**src/rtl/sam3_feeder_if.sv**
```systemverilog
// Write port, run control and array-side signals of the sam3 feeder.
// slave: the feeder itself; master: whatever drives it and models the array.
interface sam3_feeder_if #(
    parameter int DATA_W = 4
);
    logic              wr_en;
    logic              wr_sel;
    logic [3:0]        wr_addr;
    logic [DATA_W-1:0] wr_data;
    logic              start;
    logic              mult_over;
    logic [DATA_W-1:0] a_row0;
    logic [DATA_W-1:0] a_row1;
    logic [DATA_W-1:0] a_row2;
    logic [DATA_W-1:0] b_col0;
    logic [DATA_W-1:0] b_col1;
    logic [DATA_W-1:0] b_col2;
    logic              arr_en;
    logic              arr_reset;
    logic              busy;
    logic              c_valid;
    logic              done;
    logic              err;

    modport slave (
        input  wr_en, wr_sel, wr_addr, wr_data, start, mult_over,
        output a_row0, a_row1, a_row2, b_col0, b_col1, b_col2,
        output arr_en, arr_reset, busy, c_valid, done, err
    );

    modport master (
        output wr_en, wr_sel, wr_addr, wr_data, start, mult_over,
        input  a_row0, a_row1, a_row2, b_col0, b_col1, b_col2,
        input  arr_en, arr_reset, busy, c_valid, done, err
    );
endinterface

```
**src/rtl/sam3_feeder.sv**
```systemverilog
// Buffers 3x3 A/B and streams them skewed into the sam3 systolic array.
// Optional WAIT watchdog enabled by defining SAM3_FEEDER_TIMEOUT_EN.
module sam3_feeder #(
    parameter int DATA_W         = 4,
    parameter int TIMEOUT_CYCLES = 32
) (
    input  logic         clock,
    input  logic         reset,
    sam3_feeder_if.slave bus
);

    typedef enum logic [2:0] {
        S_IDLE,
        S_FEED,
        S_WAIT,
        S_DRAIN,
        S_DONE
    } state_e;

    state_e            state_q, state_d;
    logic [2:0]        cnt_q, cnt_d;
    logic [DATA_W-1:0] abuf_q [9];
    logic [DATA_W-1:0] abuf_d [9];
    logic [DATA_W-1:0] bbuf_q [9];
    logic [DATA_W-1:0] bbuf_d [9];
    logic [DATA_W-1:0] arow_q [3];
    logic [DATA_W-1:0] arow_d [3];
    logic [DATA_W-1:0] bcol_q [3];
    logic [DATA_W-1:0] bcol_d [3];
    logic              en_q, en_d;
    logic              arst_q, arst_d;
    logic              busy_q, busy_d;
    logic              cv_q, cv_d;
    logic              done_q, done_d;
    logic              err_q, err_d;
`ifdef SAM3_FEEDER_TIMEOUT_EN
    localparam logic [5:0] TO_LIM = 6'(TIMEOUT_CYCLES);
    logic [5:0]        wd_q, wd_d;
`endif

    always_ff @(posedge clock) begin
        if (!reset) begin
            state_q <= S_IDLE;
            cnt_q   <= '0;
            for (int i = 0; i < 9; i++) begin
                abuf_q[i] <= '0;
                bbuf_q[i] <= '0;
            end
            for (int i = 0; i < 3; i++) begin
                arow_q[i] <= '0;
                bcol_q[i] <= '0;
            end
            en_q    <= 1'b0;
            arst_q  <= 1'b1;
            busy_q  <= 1'b0;
            cv_q    <= 1'b0;
            done_q  <= 1'b0;
            err_q   <= 1'b0;
`ifdef SAM3_FEEDER_TIMEOUT_EN
            wd_q    <= '0;
`endif
        end else begin
            state_q <= state_d;
            cnt_q   <= cnt_d;
            abuf_q  <= abuf_d;
            bbuf_q  <= bbuf_d;
            arow_q  <= arow_d;
            bcol_q  <= bcol_d;
            en_q    <= en_d;
            arst_q  <= arst_d;
            busy_q  <= busy_d;
            cv_q    <= cv_d;
            done_q  <= done_d;
            err_q   <= err_d;
`ifdef SAM3_FEEDER_TIMEOUT_EN
            wd_q    <= wd_d;
`endif
        end
    end

    // Buffers are only writable while idle, so a run sees frozen operands.
    always_comb begin
        abuf_d = abuf_q;
        bbuf_d = bbuf_q;
        if (state_q == S_IDLE && bus.wr_en && bus.wr_addr < 4'd9) begin
            if (bus.wr_sel) begin
                bbuf_d[bus.wr_addr] = bus.wr_data;
            end else begin
                abuf_d[bus.wr_addr] = bus.wr_data;
            end
        end
    end

    always_comb begin
        state_d = state_q;
        cnt_d   = cnt_q;
        err_d   = 1'b0;
`ifdef SAM3_FEEDER_TIMEOUT_EN
        wd_d    = wd_q;
`endif
        unique case (state_q)
            S_IDLE: begin
                if (bus.start) begin
                    state_d = S_FEED;
                    cnt_d   = '0;
                end
            end
            S_FEED: begin
                if (cnt_q == 3'd4) begin
                    state_d = S_WAIT;
                    cnt_d   = '0;
`ifdef SAM3_FEEDER_TIMEOUT_EN
                    wd_d    = '0;
`endif
                end else begin
                    cnt_d = cnt_q + 3'd1;
                end
            end
            S_WAIT: begin
                if (bus.mult_over) begin
                    state_d = S_DRAIN;
                    cnt_d   = '0;
                end
`ifdef SAM3_FEEDER_TIMEOUT_EN
                else if (wd_q + 6'd1 == TO_LIM) begin
                    state_d = S_DONE;
                    err_d   = 1'b1;
                end else begin
                    wd_d = wd_q + 6'd1;
                end
`endif
            end
            S_DRAIN: begin
                if (cnt_q == 3'd2) begin
                    state_d = S_DONE;
                end else begin
                    cnt_d = cnt_q + 3'd1;
                end
            end
            S_DONE: begin
                state_d = S_IDLE;
            end
            default: begin
                state_d = S_IDLE;
            end
        endcase
    end

    // Wavefront t carries the anti-diagonal i+col == t of A and row+j == t of B.
    always_comb begin
        for (int i = 0; i < 3; i++) begin
            arow_d[i] = '0;
            bcol_d[i] = '0;
        end
        if (state_d == S_FEED) begin
            case (cnt_d)
                3'd0: begin
                    arow_d[0] = abuf_d[0];
                    bcol_d[0] = bbuf_d[0];
                end
                3'd1: begin
                    arow_d[0] = abuf_d[1];
                    arow_d[1] = abuf_d[3];
                    bcol_d[0] = bbuf_d[3];
                    bcol_d[1] = bbuf_d[1];
                end
                3'd2: begin
                    arow_d[0] = abuf_d[2];
                    arow_d[1] = abuf_d[4];
                    arow_d[2] = abuf_d[6];
                    bcol_d[0] = bbuf_d[6];
                    bcol_d[1] = bbuf_d[4];
                    bcol_d[2] = bbuf_d[2];
                end
                3'd3: begin
                    arow_d[1] = abuf_d[5];
                    arow_d[2] = abuf_d[7];
                    bcol_d[1] = bbuf_d[7];
                    bcol_d[2] = bbuf_d[5];
                end
                3'd4: begin
                    arow_d[2] = abuf_d[8];
                    bcol_d[2] = bbuf_d[8];
                end
                default: begin
                end
            endcase
        end
        en_d   = state_d inside {S_FEED, S_WAIT, S_DRAIN};
        arst_d = !en_d;
        busy_d = state_d != S_IDLE;
        cv_d   = state_d == S_DRAIN;
        done_d = state_d == S_DONE;
    end

    assign bus.a_row0    = arow_q[0];
    assign bus.a_row1    = arow_q[1];
    assign bus.a_row2    = arow_q[2];
    assign bus.b_col0    = bcol_q[0];
    assign bus.b_col1    = bcol_q[1];
    assign bus.b_col2    = bcol_q[2];
    assign bus.arr_en    = en_q;
    assign bus.arr_reset = arst_q;
    assign bus.busy      = busy_q;
    assign bus.c_valid   = cv_q;
    assign bus.done      = done_q;
    assign bus.err       = err_q;

endmodule

```
**src/flat_wrapper.sv**
```systemverilog
// flat-port wrapper written by rule: the top's interface ports become plain ports
module sam3_feeder_flat 
#(
    parameter int DATA_W         = 4,
    parameter int TIMEOUT_CYCLES = 32
)
  (clock, reset, bus_wr_en, bus_wr_sel, bus_wr_addr, bus_wr_data, bus_start, bus_mult_over, bus_a_row0, bus_a_row1, bus_a_row2, bus_b_col0, bus_b_col1, bus_b_col2, bus_arr_en, bus_arr_reset, bus_busy, bus_c_valid, bus_done, bus_err);
  sam3_feeder_if #(.DATA_W(DATA_W)) bus_i ();
  input  logic clock;
  input  logic reset;
  input wire logic [$bits(bus_i.wr_en)-1:0] bus_wr_en;
  input wire logic [$bits(bus_i.wr_sel)-1:0] bus_wr_sel;
  input wire logic [$bits(bus_i.wr_addr)-1:0] bus_wr_addr;
  input wire logic [$bits(bus_i.wr_data)-1:0] bus_wr_data;
  input wire logic [$bits(bus_i.start)-1:0] bus_start;
  input wire logic [$bits(bus_i.mult_over)-1:0] bus_mult_over;
  output wire logic [$bits(bus_i.a_row0)-1:0] bus_a_row0;
  output wire logic [$bits(bus_i.a_row1)-1:0] bus_a_row1;
  output wire logic [$bits(bus_i.a_row2)-1:0] bus_a_row2;
  output wire logic [$bits(bus_i.b_col0)-1:0] bus_b_col0;
  output wire logic [$bits(bus_i.b_col1)-1:0] bus_b_col1;
  output wire logic [$bits(bus_i.b_col2)-1:0] bus_b_col2;
  output wire logic [$bits(bus_i.arr_en)-1:0] bus_arr_en;
  output wire logic [$bits(bus_i.arr_reset)-1:0] bus_arr_reset;
  output wire logic [$bits(bus_i.busy)-1:0] bus_busy;
  output wire logic [$bits(bus_i.c_valid)-1:0] bus_c_valid;
  output wire logic [$bits(bus_i.done)-1:0] bus_done;
  output wire logic [$bits(bus_i.err)-1:0] bus_err;
  assign bus_i.wr_en = bus_wr_en;
  assign bus_i.wr_sel = bus_wr_sel;
  assign bus_i.wr_addr = bus_wr_addr;
  assign bus_i.wr_data = bus_wr_data;
  assign bus_i.start = bus_start;
  assign bus_i.mult_over = bus_mult_over;
  assign bus_a_row0 = bus_i.a_row0;
  assign bus_a_row1 = bus_i.a_row1;
  assign bus_a_row2 = bus_i.a_row2;
  assign bus_b_col0 = bus_i.b_col0;
  assign bus_b_col1 = bus_i.b_col1;
  assign bus_b_col2 = bus_i.b_col2;
  assign bus_arr_en = bus_i.arr_en;
  assign bus_arr_reset = bus_i.arr_reset;
  assign bus_busy = bus_i.busy;
  assign bus_c_valid = bus_i.c_valid;
  assign bus_done = bus_i.done;
  assign bus_err = bus_i.err;
  sam3_feeder #(.DATA_W(DATA_W), .TIMEOUT_CYCLES(TIMEOUT_CYCLES)) u_core (.clock(clock), .reset(reset), .bus(bus_i));
endmodule
```
**config.mk**
```make
export PLATFORM = sky130hd
export DESIGN_NAME = sam3_feeder_flat
export DESIGN_NICKNAME = d
export VERILOG_FILES = /design/src/rtl/sam3_feeder_if.sv /design/src/rtl/sam3_feeder.sv /design/src/flat_wrapper.sv
export SDC_FILE = /design/constraint.sdc
export NUM_CORES = 1
export LEC_CHECK = 0
export CORE_AREA = 8 8 107 147
export CTS_CLUSTER_DIAMETER = 120
export DETAILED_ROUTE_END_ITERATION = 10
export DIE_AREA = 0 0 115 155
export GPL_TIMING_DRIVEN = 0
export PLACE_DENSITY_LB_ADDON = 0.25
export SYNTH_ARGS = -nofsm -noshare
export SYNTH_HDL_FRONTEND = slang
export SYNTH_SLANG_ARGS = --single-unit
```
**constraint.sdc**
```tcl
create_clock -name clock -period 6.47 [get_ports clock]
set_input_delay 0.9705 -clock clock [delete_from_list [all_inputs] [get_ports clock]]
set_output_delay 0.9705 -clock clock [all_outputs]
set_load 0.05 [all_outputs]
```
==> flow_metrics.py, run 1 <==
metrics = {
    "status": {
        "outcome": "finished clean",
    },
    "critical_path": {
        "criticalPathCategory": "input port to register",
        "critPathMaxFanout": 10,
        "startpoint": "bus_wr_sel",
        "endpoint": "u_core.bus.b_col0[3]",
        "critPathRequiredTime_ps": 6700,
        "reg2reg_from": "u_core.state_q[0]",
        "startpoint_type": "input port",
        "reg2reg_to": "u_core.bus.b_col2[2]",
        "end_kind": "register",
        "worstPathArrival_ps": 3620,
        "timing.reg2reg.setup_slack_ps": 3550,
        "reg2regPathDepth": 7,
    },
    "global_routing": {
        "grt_max_degree": 18,
        "gr-total-overflow": 0,
        "grt_pass1_vias": 3890,
        "antenna_found_initial": 0,
        "gr-usage-all-layers_pct": 14.6,
        "grt_pass1_wl_um": 20100,
    },
    "detailed_routing": {
        "via_per_inst": 5.29,
        "vias": 3779,
        "drt_iter0_drc": 214,
        "routedWlPerCell_um": 17.9,
        "antenna_left": 0,
        "drt-pass1-iter-count": 4,
        "drt-total-wl_um": 12700,
        "drc": 0,
    },
    "power_and_ir_drop": {
        "seqPwrFrac_pct": 50.8,
        "power.internal_uw": 975,
        "pwr-share-comb_pct": 10.1,
        "p_sw_share_pct": 25.9,
        "p_leak_nw": 2.01,
        "peakVddDrop_mv": 0.105,
        "power.switching_uw": 341,
        "p_per_area_nw_per_um2": 240,
        "design_power_total_mw": 1.32,
        "clockPowerShare_pct": 39.1,
    },
    "cts": {
        "clkSlewWorstSetupHoldPaths_ps": 70,
        "cts_resized": 0,
        "cts-root-buf": "clkbuf_16",
        "holdBufCountCts": 0,
        "cts_max_path_buffers": 2,
        "postCtsSetupRepairBufs": 0,
        "htreeDepth": 3,
        "cts_tree": "done",
        "cts_num_sinks": 107,
        "insertion_delay_ps": 350,
        "cts_buffers": 9,
    },
    "cells_and_area": {
        "post-route-util_pct": 40.2,
        "seqCellArea_um2": 2140,
        "nNetsFinal": 542,
        "postLayoutCellArea_um2": 5490,
        "fin_cells": 714,
        "multi_input_area_um2": 2290,
        "drive_gt1_share_pct": 7.94,
        "fill_cells": 1371,
        "area_growth_syn_to_layout_pct": 19.1,
        "n_antenna_cell": 0,
    },
    "timing": {
        "fin_tns_setup_ps": 0,
        "hold_violations": 0,
        "slew_violations": 0,
        "timing.final.crit_share_pct": 52.4,
        "worst_slew_pin_slew_ps": 1020,
        "min_period_ps": 3390,
        "rsz0062_at_grt": "no",
        "fmax_mhz": 295,
        "setup_viol": 0,
        "timing.clock.skew_ps": 9.86,
        "slew_headroom_pct": 31.3,
    },
    "logic_synthesis": {
        "synth_ff_type": "dfxtp_1",
        "synth_area_um2": 4610,
        "syn_area_per_cell_um2": 9.67,
        "synth_nets": 494,
        "synth_top_area_share_pct": 46.4,
        "synth_cell_types": 58,
        "yosys_warnings": 0,
        "synth_area_leaders": "dfxtp_1 46%, mux2i_1 13%, nor2_1 5.7%",
        "synth_top_cell_by_area": "dfxtp_1",
        "synth_seq_cells": 107,
        "yosysSeqAreaShare_pct": 46.4,
        "synthArstFlopShare_pct": 0,
        "synth_cells": 477,
        "synth_edf_count": 0,
    },
    "worst_hold_path": {
        "min-delay-start": "u_core.bbuf_q[29]",
        "hp-class": "register to register",
    },
    "placement": {
        "placed_area_um2": 5220,
        "hpwl_um": 9290,
        "port_buffers": 37,
        "dp_cells": 699,
        "place_congestion": 0.872,
    },
    "die": {
        "die_width_um": 115,
        "die_height_um": 155,
        "initial_core_util_pct": 33.8,
        "io_pins": 44,
        "core-area_um2": 13700,
        "die_area_um2": 17800,
        "rows": 51,
    },
    "run": {
        "cap_violations": 0,
    },
}
-- layer usage --
metal  vias up  global-route usage (%)  part of all wire, %
li1       1820                       -                    -
met1      1823                    16.0                   41
met2       107                    25.4                   51
met3        29                    2.72                  4.6
met4         0                    8.48                  4.0
met5         -                       0                    0
-- power groups by stage --
| stage | clock (mW) | combinational (mW) | sequential, mW |
|---|---|---|---|
| 2_1_floorplan | 0 | 0.0785 | 0.692 |
| 3_3_place_gp | 0 | 0.130 | 0.683 |
| 3_5_place_dp | 0 | 0.132 | 0.683 |
| 4_1_cts | 0.525 | 0.132 | 0.668 |
| 5_1_grt | 0.549 | 0.143 | 0.668 |
| 6_report | 0.515 | 0.133 | 0.668 |
-- metrics by stage --
stage,setup slack [ps],hold WS [ps]
2_1_floorplan,3710,436
3_3_place_gp,2800,447
3_5_place_dp,2720,463
4_1_cts,3090,473
5_1_grt,2860,488
6_report,3080,484
-- area by class of cell --
| class | count | share of cell area, % |
|---|---|---|
| multi-input combinational | 329 | 41.8 |
| sequential | 107 | 39.0 |
| timing repair buffer | 37 | 6.74 |
| clock buffer | 10 | 4.35 |
| tap | 185 | 4.21 |
| buffer | 32 | 2.62 |
| clock inverter | 5 | 0.706 |
| inverter | 9 | 0.615 |
-- synth_stat cells, drive strengths merged, types with 2 or more instances --
| cell | n |
|---|---|
| o22ai | 7 |
| a31oi | 6 |
| and2 | 7 |
| inv | 8 |
| nand3 | 10 |
| buf | 9 |
| o32ai | 11 |
| nor3b | 5 |
| o21ai | 5 |
| nand2b | 6 |
| a21oi | 18 |
| or4 | 3 |
| nand4b | 2 |
| clkbuf | 23 |
| nor3 | 25 |
| nor2b | 5 |
| nor4 | 15 |
| ha | 3 |
| or4b | 2 |
| nand2 | 14 |
| nor2 | 71 |
| nor4b | 3 |
| mux2 | 6 |
| a211oi | 6 |
| nand3b | 2 |
| nand4 | 6 |
| dfxtp | 107 |
| o31a | 8 |
| mux2i | 61 |
| o31ai | 5 |
-- cell usage in the layout, fill, tap and decap left out, drive strengths merged, types with 7 or more instances in the layout --
cell / n
dfxtp: 107
nor2: 71
mux2i: 61
clkdlybuf4s50: 37
clkbuf: 33
nor3: 25
a21oi: 18
nor4: 15
nand2: 14
o32ai: 11
nand3: 10
inv: 9
buf: 9
o31a: 8
and2: 7
o22ai: 7
-- sequential cells by signal, summed over array words and instances (netlist names) --
signal                count
u_core.bus.done           1
u_core.state_q            3
u_core.bus.a_row1         4
u_core.bus.b_col0         4
u_core.bus.arr_reset      1
u_core.bus.b_col1         4
u_core.abuf_q            36
u_core.bus.arr_en         1
u_core.bbuf_q            36
u_core.bus.a_row0         4
u_core.bus.b_col2         4
u_core.bus.c_valid        1
u_core.bus.busy           1
u_core.cnt_q              3
u_core.bus.a_row2         4
-- kinds of logic after synthesis --
logic type,count (synthesis),synth area share [%]
simple gates,181,22.4
compound gates,77,11.7
buf+inv,41,3.85
flops,107,46.4
other cells,1,0.0813
mux,67,14.7
fa+ha+maj,3,0.814
-- worst min path at each step --
| stage | to | slack (ps) | cells past startpoint |
|---|---|---|---|
| after floorplan | u_core.bbuf_q[29] | 440 | 2 |
| after global placement | u_core.bbuf_q[29] | 450 | 2 |
| after detailed placement | u_core.bbuf_q[29] | 460 | 2 |
| after CTS | u_core.bbuf_q[29] | 470 | 2 |
| after global routing | u_core.bbuf_q[31] | 490 | 2 |
| final | u_core.bbuf_q[29] | 480 | 2 |
-- critical path, stage by stage --
cell and delay [ps]:
clkdlybuf4s50_1 530, clkbuf_1 450, nor3b_1 440, nor4b_4 480, mux2i_1 310, nor4_1 70, o31a_1 360
(Power assumes the default switching activity.)
==> inputs of run 2 (changes only) <==
==> constraint.sdc (replaced) <==
create_clock -name clock -period 2.9 [get_ports clock]
set_input_delay 0.435 -clock clock [delete_from_list [all_inputs] [get_ports clock]]
set_output_delay 0.435 -clock clock [all_outputs]
set_load 0.05 [all_outputs]
==> run 2 against run 1 <==
Count of clock-buffer cells in the layout unchanged. Power rose by 120%. Hold slack worse by 7.5 ps. Critical path type unchanged. Highest routed layer unchanged. Non-clock buffer count stayed put. Clock skew shrank 1.2 ps. Combinational power rose by 130%. Global-route usage is essentially flat. Sequential power up 120%. Design area up 0.48%.
==> flow_metrics.py, run 2 (synthesis results as in run 1) <==
metrics = {
    "global_routing": {
        "gr-usage-all-layers_pct": 14.6,
        "gr-total-overflow": 0,
        "grt_pass1_wl_um": 20100,
        "grt_pass1_vias": 3888,
        "grt.met3_usage_pct": 2.72,
        "grt_max_degree": 18,
        "antenna_found_initial": 0,
        "top_usage_layer": "met2",
        "met2_usage_pct": 25.5,
        "met1_usage_pct": 16.0,
    },
    "power_and_ir_drop": {
        "p_sw_share_pct": 25.9,
        "peakVddDrop_mv": 0.233,
        "pwr-share-comb_pct": 10.3,
        "design_power_total_mw": 2.94,
        "seqPwrFrac_pct": 50.7,
        "p_leak_nw": 2.02,
        "power.internal_mw": 2.18,
        "clockPowerShare_pct": 39.0,
        "p_per_area_nw_per_um2": 532,
        "power.switching_uw": 760,
    },
    "critical_path": {
        "startpoint_type": "input port",
        "reg2reg_to": "u_core.bus.a_row2[0]",
        "critPathMaxStageDelay_ps": 580,
        "worstPathArrival_ps": 2990,
        "criticalPathCategory": "input port to register",
        "worstPathCellList": "clkdlybuf4s50_1 -> or4b_1 -> buf_2 -> nor4_4 -> mux2_2 -> a31oi_1 -> o22ai_1",
        "reg2reg_from": "u_core.cnt_q[0]",
        "critPathBufInv": 2,
        "timing.reg2reg.setup_slack_ps": 170,
        "crit_family": "simple AND/OR/NAND/NOR gates",
        "end_kind": "register",
        "reg2regPathDepth": 9,
        "critical-path-slowest-cell": "clkdlybuf4s50_1",
        "critPathRequiredTime_ps": 3110,
        "critPathMaxFanout": 6,
    },
    "detailed_routing": {
        "drt_iter0_drc": 226,
        "vias": 3774,
        "drc": 0,
        "antenna_left": 0,
        "drt-total-wl_um": 12800,
        "drt-pass1-iter-count": 4,
        "routedWlPerCell_um": 17.9,
        "via_per_inst": 5.29,
    },
    "cells_and_area": {
        "top_regs": "u_core.abuf_q (36), u_core.bbuf_q (36)",
        "multi_input_area_um2": 2320,
        "drive_gt1_share_pct": 9.07,
        "nNetsFinal": 542,
        "final_common_cell": "dfxtp_1",
        "area_growth_syn_to_layout_pct": 19.6,
        "n_antenna_cell": 0,
        "post-route-util_pct": 40.4,
        "fill_cells": 1372,
        "final_cell_mix": "107 x dfxtp_1, 70 x nor2_1, 61 x mux2i_1, 37 x clkdlybuf4s50_1, 24 x nor3_1",
        "fin_cells": 714,
        "seqCellArea_um2": 2140,
    },
    "cts": {
        "postCtsSetupRepairBufs": 0,
        "insertion_delay_ps": 340,
        "cts_buffers": 9,
        "cts_max_path_buffers": 2,
        "clkSlewWorstSetupHoldPaths_ps": 70,
        "cts-root-buf": "clkbuf_16",
        "cts_tree": "done",
        "holdBufCountCts": 0,
        "htreeDepth": 3,
        "cts_num_sinks": 107,
    },
    "placement": {
        "dp_cells": 699,
        "hpwl_um": 9290,
        "port_buffers": 37,
        "place_congestion": 0.872,
    },
    "timing": {
        "hold_violations": 0,
        "fmax_mhz": 360,
        "slew_violations": 0,
        "timing.clock.skew_ps": 8.68,
        "worst_slew_pin_slew_ps": 975,
        "slew_headroom_pct": 34.4,
        "holdWs_ps": 477,
        "min_period_ps": 2780,
        "fin_tns_setup_ps": 0,
        "timing.final.crit_share_pct": 95.9,
        "setup_viol": 0,
        "rsz0062_at_grt": "yes",
    },
    "die": {
        "rows": 51,
        "die_area_um2": 17800,
        "initial_core_util_pct": 33.8,
        "die_height_um": 155,
        "io_pins": 44,
        "die_width_um": 115,
        "core-area_um2": 13700,
    },
    "run": {
        "cap_violations": 0,
    },
    "worst_hold_path": {
        "min-delay-start": "u_core.bbuf_q[29]",
        "holdPathStages": 2,
        "hold_end": "u_core.bbuf_q[29]",
        "hp-class": "register to register",
    },
    "status": {
        "outcome": "finished clean",
    },
}
-- run 2: repair_timing --
action	4_1_cts	5_1_grt
resized for setup	0	9
hold endpoints to repair	0	0
endpoints found under the setup margin	0	17
-- run 2: how the worst max path moves through the flow --
stage / cells past startpoint / slack (ps) / startpoint / to
finish: 7 / 120 / bus_wr_en / u_core.bus.a_row1[1]
global route: 9 / -10 / u_core.cnt_q[0] / u_core.bus.a_row2[0]
CTS: 7 / 40 / u_core.state_q[0] / u_core.bus.b_col2[2]
detailed placement: 7 / -310 / bus_wr_sel / u_core.bus.b_col0[2]
global placement: 7 / -240 / bus_wr_sel / u_core.bus.b_col0[3]
floorplan: 6 / 680 / bus_wr_addr[2] / u_core.bus.a_row0[0]
-- run 2: tightest hold or removal path: stages (launching register included) --
cell,delay [ps]
dfxtp_1,320
nand2_1,60
a21oi_1,50
-- run 2: power groups by stage --
stage          sequential, mW  combinational, mW  clock (mW)
6_report                 1.49              0.302        1.15
5_1_grt                  1.49              0.324        1.23
4_1_cts                  1.49              0.295        1.17
3_5_place_dp             1.52              0.295           0
3_3_place_gp             1.52              0.289           0
2_1_floorplan            1.54              0.175           0
-- run 2: area by class of cell --
class	instances	area share (%)
repair buffers	37	6.71
well taps	185	4.19
clock buffers	10	4.33
plain buffers	32	2.65
flip-flops and latches	107	38.8
inverters	9	0.612
clock inverters	5	0.703
multi-input cells	329	42.0
-- run 2: per-layer routing --
layer / share of wire, % / vias to the layer above / routed length [um]
met2: 51 / 107 / 6510
li1: - / 1827 / -
met5: 0 / - / 0
met4: 3.8 / 0 / 490
met1: 40 / 1812 / 5060
met3: 5.6 / 28 / 713
-- run 2: stage by stage --
step	area (um2)	setup WS, ps
2_1_floorplan	4610	676
5_1_grt	5520	-11.1
4_1_cts	5490	44.3
3_3_place_gp	5220	-236
3_5_place_dp	5220	-314
6_report	5520	119
==> inputs of run 3 (changes only) <==
--- a/config.mk
+++ b/config.mk
@@ -11,6 +11,7 @@
 export DIE_AREA = 0 0 115 155
 export GPL_TIMING_DRIVEN = 0
 export PLACE_DENSITY_LB_ADDON = 0.25
+export SLEW_MARGIN = 30
 export SYNTH_ARGS = -nofsm -noshare
 export SYNTH_HDL_FRONTEND = slang
 export SYNTH_SLANG_ARGS = --single-unit
==> results of run 3 <==
The final DEF is identical to that of run 2; final timing and power are the same.
==> variant 1 (config.mk and constraints of run 2) <==
Add a define of `SAM3_FEEDER_TIMEOUT_EN`.
--- a/src/rtl/sam3_feeder.sv
+++ b/src/rtl/sam3_feeder.sv
@@ -1,4 +1,6 @@
 // Buffers 3x3 A/B and streams them skewed into the sam3 systolic array.
 // Optional WAIT watchdog enabled by defining SAM3_FEEDER_TIMEOUT_EN.
+`define SAM3_FEEDER_TIMEOUT_EN
+
 module sam3_feeder #(
     parameter int DATA_W         = 4,
Function: same outputs for any inputs over 4 cycles, from zero or initial values and one cycle with reset low; that may be too few to reach the edited logic, so the function may still have changed.
==> variant 1 against run 2 <==
Synthesized cell count rose by 12%. Non-clock buffer count rose by 7. Wire length rose by 8.8%. Synthesized area rose by 8.7%. Total power rose by 38%. Worst setup slack improved by 17 ps. Sequential cell count rose by 7. Fmax rose by 0.62%. Design area rose by 14%. Critical path type is now flop to flop. Largest power group is now clock.
==> variant 1: results (changes against run 2) <==
| Metric | Value |
|---|---|
| Fmax | 362 MHz (+0.62%) |
| Wire length on met2 | 7240 um (+11%) |
| Place WS | -398 ps (-84.6 ps) |
| DP HPWL | 10200 um (+9.6%) |
| Comb_multi_in | 375 (+14%) |
| Met1 Track Usage GR | 17.6% (+1.6 points) |
| Area after DPL | 0.00564 sq mm (+8.2%) |
| Seq/Total Area, Yosys | 45.5% (-0.90 points) |
| GP Congestion | 0.913 (+4.8%) |
| R2R setup slack | 140 ps (-30 ps) |
| Top post-synthesis cells by area | dfxtp_1 (46%), mux2i_1 (11%), nor2_1 (5.2%) |
| Metal-1 WL | 5590 um (+10%) |
| Worst Hold Path EP | u_core.bbuf_q[35] |
| Sequential portion of the cell area | 36.2% (-2.6 points) |
| Commonest cells post-synth | dfxtp_1 (114), nor2_1 (70), mux2i_1 (56) |
| Num CTS Buffers | 17 (+8) |
| Combinational share of power | 7.5% (-2.8 points) |
| Worst-Skew Late Latency | 410 ps (+70 ps) |
| Hold_ws | 454 ps (-22.8 ps) |
| Status | completed |
| Netlist cell types | 48 (-17%) |
| Syn Nets | 551 (+12%) |
| GR Util met2 | 27.6% (+2.1 points) |
| Fraction of area in multi-input gates | 40.8% (-1.1 points) |
| Port Buffers | 40 (+8.1%) |
| Drt pass-1 iters | 5 (+1) |
| Met3 Use GR | 4.00% (+1.3 points) |
| CP max FO | 10 (+4) |
| HP Start | u_core.bbuf_q[35] |
| Avg Synthesized Cell Area | 9.40 sq um (-2.8%) |
| Vias | 4138 (+9.6%) |
| Seq cells post-synth | 114 (+6.5%) |
| CP Launch Type | flop |
| Post_cts resized | 6 (+6) |
| Largest net degree at the start of global routing | 17 (-1) |
| Vias in the first global route | 4020 (+3.4%) |
| Crit Reg-Reg Endpoint | u_core.bus.a_row0[3] |
| DR WL/cell | 17.6 um (-1.7%) |
| Clock net power | 2150 uW (+87%) |
| Total GRT Usage | 15.8% (+1.3 points) |
| Worst-Margin Slew | 736 ps (-239 ps) |
| Layout net count | 610 (+13%) |
| Switching share of total power | 24.3% (-1.6 points) |
| Drt first-iter violations | 327 (+45%) |
| Peak supply drop | 0.000302 V (+30%) |
| DR vias/cell | 5.24 (-0.90%) |
==> variant 1: cell types whose count changed after synthesis, sizes merged, moves of 5 or more <==
cell	delta
or3	+38
nand2	+18
nor4	-14
o2111ai	+14
a21oi	+13
and2	+12
nor3	-12
mux2	+10
o31a	-8
dfxtp	+7
buf	+6
o22ai	-6
a211oi	-5
o31ai	-5
==> variant 1: cell families (layout without fill, tap and decap cells) <==
kind of cell	count (synthesis)	after routing	share of synthesized area, %
AOI/OAI and AO/OA	82	82	11.2
adders and majority gates	4	4	0.999
buffers and inverters	44	116	3.79
DFF	114	114	45.5
muxes	74	74	15.3
and+or+nand+nor	215	215	23.1
==> variant 1: worst max-delay path: stages (launching register included) <==
cell       delay [ps]
dfxtp_1           390
inv_1              80
ha_1              230
and3b_1           230
nor4b_1           430
a21o_2            290
buf_2             310
mux2i_2           360
o2111ai_1         140
a21oi_1           210
==> variant 2 (flow settings as in run 2) <==
Without the edit above. Reset style: asynchronous (`reset`), changed in one clocked block.
--- a/src/rtl/sam3_feeder.sv
+++ b/src/rtl/sam3_feeder.sv
@@ -39,5 +39,5 @@
 `endif
 
-    always_ff @(posedge clock) begin
+    always_ff @(posedge clock or negedge reset) begin
         if (!reset) begin
             state_q <= S_IDLE;
Formal check against the unedited RTL: differs if reset is asserted again (counterexample within 4 cycles, from zero or initial values and one cycle with reset low); with reset held inactive, the same outputs for 4 cycles.
==> variant 2 against run 2 <==
Cell count is 16% lower. Clock skew is 3.3 ps lower. Fmax is 9.2% higher. Wire length is 15% lower. Highest routed layer unchanged. Worst setup slack better by 240 ps. Synthesized area is 0.33% lower. Register-to-register slack better by 180 ps. First-iteration DRC count is 52% lower. Sequential cell count stayed put. Design area is 1.2% higher.
Power is not compared: it rests on default switching activity, and its combinational part moved more than twofold at a synthesized area within 25%.
==> variant 2: results (changes against run 2) <==
| Metric | Value |
|---|---|
| Syn Nets | 370 (-25%) |
| NonClk Buf Share | 9.83% (+0.47 points) |
| Area occupied by multi-input gates | 0.00177 sq mm (-24%) |
| Peak supply drop | between 0.0004 and 0.0005 V |
| Largest net degree at the start of global routing | 62 (+44) |
| Share of layout cells above drive strength 1 | 25.7% (+17 points) |
| Netlist cell types | 44 (-24%) |
| Met1 Track Usage GR | 14.9% (-1.1 points) |
| R2R setup slack | 350 ps (+180 ps) |
| Met3 Use GR | 3.84% (+1.1 points) |
| Hold_ws | 165 ps (-312 ps) |
| GR Util met2 | 22.0% (-3.5 points) |
| Invs w/o clock | 12 (+3) |
| Top post-synthesis cells by area | dfrtp_1 (58%), mux2_2 (16%), nand3_1 (2.8%) |
| DR vias/cell | 4.96 (-6.1%) |
| FILL cells | 1327 (-3.3%) |
| Synth Flop Type | dfrtp_1 |
| Hold Path Class | primary input to async pin |
| DRT Wirelength | 10900 um (-15%) |
| Post-CTS Setup Bufs | 0 (unchanged) |
| Metal-1 WL | 4560 um (-9.9%) |
| Worst-Margin Slew | 803 ps (-172 ps) |
| Port Buffers | 42 (+14%) |
| DP HPWL | 7750 um (-17%) |
| First-pass GRT wire length | 17600 um (-13%) |
| Avg Synthesized Cell Area | 13.0 sq um (+35%) |
| Seq_cells | 107 (unchanged) |
| Status | completed |
| Sequential portion of the cell area | 48.0% (+9.1 points) |
| CP startpoint | u_core.cnt_q[0] |
| Worst Setup EP | u_core.bus.b_col0[2] |
| CP max FO | 10 (+4) |
| Fraction of registers with async set/reset | 100% (+100 points) |
| Drt first-iter violations | 109 (-52%) |
| Layout net count | 424 (-22%) |
| GP Congestion | 0.786 (-9.8%) |
| Total GRT Usage | 13.0% (-1.6 points) |
| Comb_multi_in | 214 (-35%) |
| Commonest cells post-synth | dfrtp_1 (106), mux2_2 (66), nand3_1 (26) |
| Vias in the first global route | 3260 (-16%) |
| Ant diodes | 0 (unchanged) |
| Wire length on met2 | 5650 um (-13%) |
| Clk tree area frac | 5.58% (+0.54 points) |
| DR WL/cell | 18.2 um (+1.9%) |
| Nonclk buf count | 63 (-8.7%) |
| Seq/Total Area, Yosys | 58.3% (+12 points) |
variant 2: stage by stage:
| stage | instance area [sq um] | setup WS [ps] |
|---|---|---|
| 3_5_place_dp | 5280 | 103 |
| 2_1_floorplan | 4600 | 775 |
| 3_3_place_gp | 5250 | -2640 |
| 6_report | 5590 | 355 |
| 4_1_cts | 5590 | 348 |
| 5_1_grt | 5590 | 210 |
variant 2: cell families after synthesis:
group	synth area share (%)
fa+ha+maj	0.816
simple gates	11.3
flops	58.3
buf+inv	3.24
other cells	0.0816
mux	18.3
compound gates	8.00
variant 2: power by group:
| part | switching [uW] | internal, uW |
|---|---|---|
| clock network | 572 | 703 |
| logic | 1140 | 585 |
| registers | 94.6 | 1730 |
variant 2: critical path, stage by stage, from the launching register on:
cell     delay (ps)
dfrtp_1         420
inv_1            90
ha_1            230
and3_1          170
nor4_1          470
and4b_1         280
buf_2           200
buf_2           270
a22oi_1         130
o21ai_0         200
